### src/rtl/mem_pkg.sv
// Shared types and RAM control encodings for the core's memory arbiter.
package mem_pkg;

    typedef enum logic [1:0] {
        MEM_BYTE = 2'b00,
        MEM_HALF = 2'b01,
        MEM_WORD = 2'b10
    } mem_size_e;

    localparam logic [2:0] RD_NONE = 3'b000;
    localparam logic [2:0] RD_LW   = 3'b001;
    localparam logic [2:0] RD_LHU  = 3'b010;
    localparam logic [2:0] RD_LH   = 3'b011;
    localparam logic [2:0] RD_LBU  = 3'b100;
    localparam logic [2:0] RD_LB   = 3'b101;

    localparam logic [1:0] WR_NONE = 2'b00;
    localparam logic [1:0] WR_W    = 2'b11;
    localparam logic [1:0] WR_H    = 2'b01;
    localparam logic [1:0] WR_B    = 2'b10;

    typedef struct packed {
        logic        err;
        logic [31:0] data;
    } mem_rsp_t;

    // The unused size code 11 is reported as misaligned so it never reaches the RAM.
    function automatic logic mem_misaligned(input logic [31:0] addr, input logic [1:0] size);
        case (size)
            MEM_BYTE: return 1'b0;
            MEM_HALF: return addr[0];
            MEM_WORD: return addr[1:0] != 2'b00;
            default:  return 1'b1;
        endcase
    endfunction

endpackage

### src/rtl/mem_rsp_slot.sv
// One-entry registered response holder with valid/ready; one instance per port.
import mem_pkg::*;

module mem_rsp_slot (
    input  logic     clk,
    input  logic     rst_n,
    input  logic     load,
    input  mem_rsp_t ld,
    input  logic     rsp_ready,
    output logic     rsp_valid,
    output mem_rsp_t rsp,
    output logic     free
);

    // A slot being drained this cycle can accept a new response at the same edge.
    assign free = !rsp_valid || rsp_ready;

    always_ff @(posedge clk or negedge rst_n) begin
        if (!rst_n) begin
            rsp_valid <= 1'b0;
            rsp       <= '0;
        end else if (load) begin
            rsp_valid <= 1'b1;
            rsp       <= ld;
        end else if (rsp_ready) begin
            rsp_valid <= 1'b0;
        end
    end

endmodule

### src/rtl/mem_arbiter.sv
// Shares one single-port byte RAM between instruction fetch and load/store,
// with a bounded data streak so fetch cannot starve.
import mem_pkg::*;

module mem_arbiter #(
    parameter int unsigned SIZE            = 4 << 20,
    parameter int unsigned MAX_DATA_STREAK = 4
) (
    input  logic        clk,
    input  logic        rst_n,
    input  logic        if_req_valid,
    output logic        if_req_ready,
    input  logic [31:0] if_req_addr,
    output logic        if_rsp_valid,
    input  logic        if_rsp_ready,
    output logic [31:0] if_rsp_data,
    output logic        if_rsp_err,
    input  logic        d_req_valid,
    output logic        d_req_ready,
    input  logic [31:0] d_req_addr,
    input  logic        d_req_we,
    input  logic [1:0]  d_req_size,
    input  logic        d_req_unsigned,
    input  logic [31:0] d_req_wdata,
    output logic        d_rsp_valid,
    input  logic        d_rsp_ready,
    output logic [31:0] d_rsp_rdata,
    output logic        d_rsp_err,
    output logic [31:0] ram_word_addr,
    output logic [31:0] ram_data_in,
    output logic [1:0]  ram_write_ctrl,
    output logic [2:0]  ram_read_ctrl,
    input  logic [31:0] ram_out
);

    localparam int SW = $clog2(MAX_DATA_STREAK + 1);
    localparam logic [SW-1:0] STREAK_MAX = SW'(MAX_DATA_STREAK);
    localparam logic [32:0]   SIZE_X     = 33'(SIZE);

    logic          if_free, d_free, if_elig, d_elig, if_win, d_win;
    logic [SW-1:0] streak;
    logic [31:0]   sel_addr;
    logic [1:0]    sel_size;
    logic          sel_we, sel_uns, sel_err, go;
    logic [32:0]   nbytes;
    mem_rsp_t      ld, if_rsp, d_rsp;

    assign if_elig = if_req_valid && if_free;
    assign d_elig  = d_req_valid && d_free;
    assign d_win   = rst_n && d_elig && !(if_elig && streak == STREAK_MAX);
    assign if_win  = rst_n && if_elig && !d_win;

    assign d_req_ready  = d_win;
    assign if_req_ready = if_win;

    // Fetch is always a word read, so the shared path only needs data fields when data wins.
    assign sel_addr = d_win ? d_req_addr : if_req_addr;
    assign sel_size = d_win ? d_req_size : MEM_WORD;
    assign sel_we   = d_win && d_req_we;
    assign sel_uns  = d_win && d_req_unsigned;

    always_comb begin
        case (sel_size)
            MEM_BYTE: nbytes = 33'd1;
            MEM_HALF: nbytes = 33'd2;
            default:  nbytes = 33'd4;
        endcase
    end

    assign sel_err = mem_misaligned(sel_addr, sel_size) || ({1'b0, sel_addr} + nbytes > SIZE_X);
    assign go      = (d_win || if_win) && !sel_err;

    always_comb begin
        ram_word_addr  = '0;
        ram_data_in    = '0;
        ram_write_ctrl = WR_NONE;
        ram_read_ctrl  = RD_NONE;
        if (go) begin
            ram_word_addr = sel_addr;
            if (sel_we) begin
                ram_data_in = d_req_wdata;
                case (sel_size)
                    MEM_BYTE: ram_write_ctrl = WR_B;
                    MEM_HALF: ram_write_ctrl = WR_H;
                    default:  ram_write_ctrl = WR_W;
                endcase
            end else begin
                case (sel_size)
                    MEM_BYTE: ram_read_ctrl = sel_uns ? RD_LBU : RD_LB;
                    MEM_HALF: ram_read_ctrl = sel_uns ? RD_LHU : RD_LH;
                    default:  ram_read_ctrl = RD_LW;
                endcase
            end
        end
    end

    assign ld.err  = sel_err;
    assign ld.data = (go && !sel_we) ? ram_out : '0;

    always_ff @(posedge clk or negedge rst_n) begin
        if (!rst_n)
            streak <= '0;
        else if (!if_elig || if_win)
            streak <= '0;
        else if (d_win && streak != STREAK_MAX)
            streak <= streak + 1'b1;
    end

    mem_rsp_slot u_if_slot (
        .clk       (clk),
        .rst_n     (rst_n),
        .load      (if_win),
        .ld        (ld),
        .rsp_ready (if_rsp_ready),
        .rsp_valid (if_rsp_valid),
        .rsp       (if_rsp),
        .free      (if_free)
    );

    mem_rsp_slot u_d_slot (
        .clk       (clk),
        .rst_n     (rst_n),
        .load      (d_win),
        .ld        (ld),
        .rsp_ready (d_rsp_ready),
        .rsp_valid (d_rsp_valid),
        .rsp       (d_rsp),
        .free      (d_free)
    );

    assign if_rsp_data = if_rsp.data;
    assign if_rsp_err  = if_rsp.err;
    assign d_rsp_rdata = d_rsp.data;
    assign d_rsp_err   = d_rsp.err;

endmodule

### config.mk
export PLATFORM = sky130hd
export DESIGN_NAME = mem_arbiter
export DESIGN_NICKNAME = d
export VERILOG_FILES = /design/src/rtl/mem_pkg.sv /design/src/rtl/mem_rsp_slot.sv /design/src/rtl/mem_arbiter.sv
export SDC_FILE = /design/constraint.sdc
export NUM_CORES = 1
export LEC_CHECK = 0
export BUFFER_PORTS_ARGS = -buffer_cell sky130_fd_sc_hd__buf_2
export CAP_MARGIN = 10
export CORE_MARGIN = 2
export CORE_UTILIZATION = 45
export DETAILED_ROUTE_END_ITERATION = 8
export GPL_TIMING_DRIVEN = 0
export PLACE_DENSITY = 0.8
export SLEW_MARGIN = 20
export SYNTH_ARGS = -nofsm -noshare
export SYNTH_HDL_FRONTEND = slang
export SYNTH_SLANG_ARGS = --single-unit
### constraint.sdc
create_clock -name clk -period 11.1 [get_ports clk]
set_input_delay 2.775 -clock clk [delete_from_list [all_inputs] [get_ports clk]]
set_output_delay 2.775 -clock clk [all_outputs]
set_load 0.01 [all_outputs]
# Word level (Yosys, flattened, before mapping)
# Cells that the tools add are included.
# op_classes
n_lt_le_gt_ge	1
n_mux	22
addsub	2
n_reduce_logical	29
eq_ne	4
# op_table
cell	n
2-to-1 mux 32 bit	5
adder 32 x 33 -> 33 bit	1
> comparator 33 x 23 -> 1 bit, second input constant	1
logical AND 1 bit	12
2-to-1 mux 3 bit	4
case mux 3 bit (2 select lines)	2
nonzero test 2 bit	4
logical NOT 1 bit	7
2-to-1 mux 1 bit	6
2-to-1 mux 2 bit	3
logical OR 1 bit	5
case mux 2 bit (2 select lines)	1
adder 3 x 1 -> 3 bit, second input constant	1
equality test 3 bit, second input constant	1
inequality test 3 bit, second input constant	1
case mux 1 bit (3 select lines)	1
equality test 2 x 1 -> 1 bit, second input constant	1
equality test 2 bit, second input constant	1
logical NOT 2 bit	1
# totals
input_bits	138
ff_bits	71

# Depth between registers and ports, before layout
# depth
ltp_word	16
ltp_mapped	26

# By module
# Synthesis repeated with hierarchy kept, for this count alone.
# hier_totals
cells_unflattened	732
area_unflattened_um2	6764.0
# by_module_without_submodules
module	seq_area_each_um2	area_per_inst_um2	instances	cells_each
mem_arbiter	75.1	3933.8	1	586
mem_rsp_slot	850.8	1415.1	2	73

# Worst setup path before layout
# OpenSTA, ideal clock, no wires.
# synth_timing
path_kind	input to output
start	in if_req_valid
end	out ram_word_addr[17]
slack_ns	0.682
t_arrival_ns	7.643
cell_stages	20
n_path_buf	7
path_cell_list	inv_2 -> o311ai_4 -> clkbuf_1 -> clkbuf_1 -> clkbuf_1 -> clkbuf_1 -> nand2_1 -> nand2_1 -> ha_1 -> a211oi_1 -> or2_2 -> clkbuf_1 -> o22ai_1 -> a2111oi_0 -> nand4_1 -> or4b_1 -> and2_1 -> buf_2 -> clkbuf_1 -> nor4_1
# synth_via
elab_chain_cells	13
elab_cells_between_ends	22
classes_between	add/sub (1); order compare (1); eq/ne (2); mux (5); reduce/logical (13)
# synth_rtl
item	line	source
from (decl)	mem_arbiter.sv:11	input logic if_req_valid,
logical AND 1 bit *	mem_arbiter.sv:48	assign if_elig = if_req_valid && if_free;
logical AND 1 bit	mem_arbiter.sv:50	assign d_win = rst_n && d_elig && !(if_elig && streak == STREAK_MAX);
logical NOT 1 bit	mem_arbiter.sv:50	
logical AND 1 bit	mem_arbiter.sv:50	
2-to-1 mux 2 bit	mem_arbiter.sv:58	assign sel_size = d_win ? d_req_size : MEM_WORD;
equality test 2 x 1 -> 1 bit or logical NOT 2 bit (tied branches)	mem_pkg.sv:29, mem_arbiter.sv:63	
case mux 3 bit (2 select lines)	mem_arbiter.sv:63	case (sel_size)
adder 32 x 33 -> 33 bit	mem_arbiter.sv:70	assign sel_err = mem_misaligned(sel_addr, sel_size) || ({1'b0, sel_addr} + nbytes > SIZE_X);
> comparator 33 x 23 -> 1 bit	mem_arbiter.sv:70	
logical OR 1 bit	mem_arbiter.sv:70	
logical NOT 1 bit	mem_arbiter.sv:71	assign go = (d_win || if_win) && !sel_err;
logical AND 1 bit	mem_arbiter.sv:71	
2-to-1 mux 32 bit *	mem_arbiter.sv:78	if (go) begin
to (decl)	mem_arbiter.sv:29	output logic [31:0] ram_word_addr,
# Mark *: on every way between the ends. The rest lies on a longest branch, timed or not.

# Final worst setup path
# layout_timing
start	in if_rsp_ready
end	out ram_word_addr[6]
# layout_via
elab_chain_cells	14
elab_cells_between_ends	23
classes_between	add/sub (1); order compare (1); eq/ne (2); mux (5); reduce/logical (14)
# layout_rtl
item	line	source
from (decl)	mem_arbiter.sv:15	input logic if_rsp_ready,
logical OR 1 bit *	mem_rsp_slot.sv:16	assign free = !rsp_valid || rsp_ready;
logical AND 1 bit *	mem_arbiter.sv:48	
logical AND 1 bit	mem_arbiter.sv:50	
logical NOT 1 bit	mem_arbiter.sv:50	
logical AND 1 bit	mem_arbiter.sv:50	
2-to-1 mux 2 bit	mem_arbiter.sv:58	
equality test 2 x 1 -> 1 bit or logical NOT 2 bit (tied branches)	mem_pkg.sv:29, mem_arbiter.sv:63	
case mux 3 bit (2 select lines)	mem_arbiter.sv:63	
adder 32 x 33 -> 33 bit	mem_arbiter.sv:70	
> comparator 33 x 23 -> 1 bit	mem_arbiter.sv:70	
logical OR 1 bit	mem_arbiter.sv:70	
logical NOT 1 bit	mem_arbiter.sv:71	
logical AND 1 bit	mem_arbiter.sv:71	
2-to-1 mux 32 bit *	mem_arbiter.sv:78	
# Marks and branches as above.

==> metrics.md <==
| Metric | Value |
|---|---|
| Vias in the first global route | between 6000 and 7000 |
| Dpl ws | -1.29 ns |
| TritonCTS Sinks | 71 |
| Ys async rst share | 1.00 |
| Post-Syn Instances | roughly 760 |
| Reg2reg setup slack | 5.37 ns |
| Detailed Place HPWL | around 16000 um |
| Number of enable flip-flop cells after synthesis | 0 |
| Share of layout cells above drive strength 1 | 0.336 |
| CP max FO | 19 |
| CTS Root Buffer Type | clkbuf_16 |
| Arr. time, crit path | about 8 ns |
| H-tree depth | 3 |
| Vias per inst | 5.61 |
| DR vias | a little under 7000 |
| Height of the die | about 120 um |
| Final min period | approximately 11 ns |
| Worst path slowest cell | or4b_1 |
| Area grow syn2layout | 36.7% |
| PD cells | ~94 nW/um^2 |
| Top cells by count, synth | 215 x nand2_1, 71 x dfrtp_1, 66 x nor3_1 |
| Synth top area share | 0.312 |
| Max_slew headroom | 0.550 |
| Critical Path RT | 8.33 ns |
| Reg clk slew, reported paths | about 0.05 ns |
| Status | completed |
| Crit path kind | primary input to output pin |
| CP bufs+invs | 8 |
| IO Count | approximately 280 |
| Final wirelength | roughly 20000 um |
| Unique cell type count in the Yosys netlist | 60 |
| Layout Cells excl Fill | around 1200 |
| Setup violators final | 0 |
| Core area | between 10000 and 15000 um^2 |
| Bufs on Longest Clock Path | 2 |
| # hold bufs at CTS | 0 |
| Port bufs | approximately 270 |
| Initial Util | 0.456 |
| Fin nets | 1187 |
| CP delay by family, top | buffers and inverters |
| Min-delay worst type | flop to flop |
| Synth Register Bits | approximately 70 |
| Synth area leaders | dfrtp_1 31%, nand2_1 14%, o31ai_1 7.4% |
| Leakage | ~3.7 nW |
| DRT iter0 DRCs | between 600 and 700 |
| Clock Skews | 0.00628 ns |
| GRT Resource Usage Total | 0.291 |
| Die Area | between 10000 and 15000 um^2 |
| Cells along the critical path | buf_2, nor2b_1, o311ai_4, buf_4, clkbuf_4, clkbuf_4, nand2_1, nand2_1, ha_1, a211oi_4, or2_2, clkbuf_1, o22ai_1, a2111oi_1, nand4_1, or4b_1, and2_1, buf_2, clkbuf_2, nor4_2, buf_2 |
| Seq/Total Area, Yosys | 0.312 |
| CP endpoint | ram_word_addr[6] |
| Iteration count of the initial detailed-routing pass | 5 |
| Routability cong. | just under 1 |
| Fin. Hold Viols | 0 |
| Dpl cells | about 1200 |
| Fin crit share | 0.981 |
| Critical path's largest stage delay | between 0.5 and 0.6 ns |
| Clock Latency Late Sink | approximately 0.33 ns |
| Die width | approximately 120 um |
| Maximum vdd ir drop | 0.0727 mV |
| Ys flop type | dfrtp_1 |
| Cell area after layout | between 7000 and 8000 um^2 |
| Critical Path Source Type | primary input |
| Most frequent CP cell | buf_2 |
| Initial antenna violation count | 0 |
| First-pass GRT wire length | roughly 31000 um |
| Cell area after synthesis | approximately 5700 um^2 |
| Max-cap violations | 0 |
| Dominant cell type by area after synthesis | dfrtp_1 |
| Clock buffer count from CTS | 9 |
| Remaining DRCs | 0 |
| Most common cell in the netlist | nand2_1 |
| GR Overflow Total | 0 |
| DR WL/cell | between 15 and 20 um |
| Post-route setup slack | approximately 0.21 ns |
| CP Capture Type | output pin |
| TNS Setup | 0 ns |
| ANT nets after route | 0 |
| Max Freq | about 90 MHz |
| Max Slew Vio Count | 0 |
| Critical path depth | 21 |
| Worst slew pin tran | roughly 0.68 ns |
| RR Startpoint | streak[0] |
| Worst Reg-to-Reg Cells | 21 |
| Row Count | a little over 40 |
| Cell Area, Placed | 7300 um^2 |
| TritonCTS clock tree | built |
| Reg2reg end | u_if_slot.rsp[30] |
| Ys Warns | 0 |
| Largest net degree at the start of global routing | 53 |
| Total Power | between 0.0007 and 0.0008 W |
| Syn Area/Cell | 7.52 um^2 |
| Critical path startpoint | if_rsp_ready |
[where the power goes]
part / total (W) / internal [W] / switching (W)
clock: 0.000308 / 0.000203 / 0.000105
combinational: 0.000163 / 0.0000585 / 0.000104
sequential: 0.000261 / 0.000260 / 0.000000896
[cell type report]
| type | instances | area, um^2 |
|---|---|---|
| repair buffers | 270 | 1390 |
| diodes | 1 | 2.50 |
| flip-flops and latches | 71 | 1780 |
| inverters | 11 | 43.8 |
| multi-input cells | 616 | 3680 |
| clock inverters | 5 | 81.3 |
| well taps | 172 | 215 |
| fillers | 1144 | 4690 |
| clock buffers | 11 | 243 |
| plain buffers | 64 | 345 |
[how the worst min path moves through the flow]
stage | from | end | depth (start not counted)
floorplan | streak[1] | streak[1] | 2
global placement | u_if_slot.rsp[30] | u_if_slot.rsp[30] | 2
finish | u_d_slot.rsp[5] | u_d_slot.rsp[5] | 2
detailed placement | u_d_slot.rsp[3] | u_d_slot.rsp[3] | 2
global route | u_d_slot.rsp[16] | u_d_slot.rsp[16] | 2
CTS | u_d_slot.rsp[10] | u_d_slot.rsp[10] | 2
[flip-flops by register name, indices dropped and copies added, names as in the netlist]
register,flops
streak,3
u_d_slot.rsp,33
u_d_slot.rsp_valid,1
u_if_slot.rsp,33
u_if_slot.rsp_valid,1
[layout by cell type (no fill, tap or decap), drive strengths merged, types with 7 or more instances in the layout]
cell type and n:
buf 299, nand2 215, dfrtp 71, nor3 66, o31ai 66, clkbuf 46
a21oi 27, nor2 27, and3 21, mux2i 21, nand3 20, nand4 15
nor4 15, inv 10, xnor2 9, conb 9, mux2 9, and4 7
[routing by layer]
| layer | routed length [um] | global-route usage | share of wire | vias up |
|---|---|---|---|---|
| met3 | 1700 | 0.0426 | 0.083 | 45 |
| met4 | 418 | 0.0873 | 0.020 | 0 |
| met2 | 9960 | 0.502 | 0.49 | 346 |
| li1 | - | - | - | 3287 |
| met5 | 0 | 0 | 0 | - |
| met1 | 8320 | 0.378 | 0.41 | 3176 |
[cell families (layout without fill, tap and decap cells)]
family / Yosys count / count (layout) / synth area share
and+or+nand+nor: 415 / 415 / 0.338
AOI/OAI and AO/OA: 141 / 141 / 0.189
buffers and inverters: 78 / 361 / 0.0664
DFF: 71 / 71 / 0.312
muxes: 30 / 30 / 0.0554
xor gates and xnor gates: 15 / 15 / 0.0231
adders and majority gates: 6 / 6 / 0.0145
other: 1 / 10 / 0.000659
[per-stage QoR]
stage / hold slack [ns] / utilization
CTS: 0.473 / 0.619
floorplan: 0.505 / -
finish: 0.468 / 0.624
global route: 0.490 / 0.624
detailed placement: 0.461 / 0.586
global placement: 0.453 / 0.583
[worst reg2reg max path: cells and delay by family, from the launching register on]
kind,cells,cell delay (ns)
buffers and inverters,7,1.63
adders and majority gates,2,0.45
DFF,1,0.41
and+or+nand+nor,7,1.40
AOI/OAI and AO/OA,5,1.75
[repair_timing]
action,4_1_cts,5_1_grt
gates resized for setup,19,17
endpoints found under the setup margin,60,60
pin swaps,1,1
setup buffers,2,0
No activity file was read; power rests on OpenSTA's default activity.
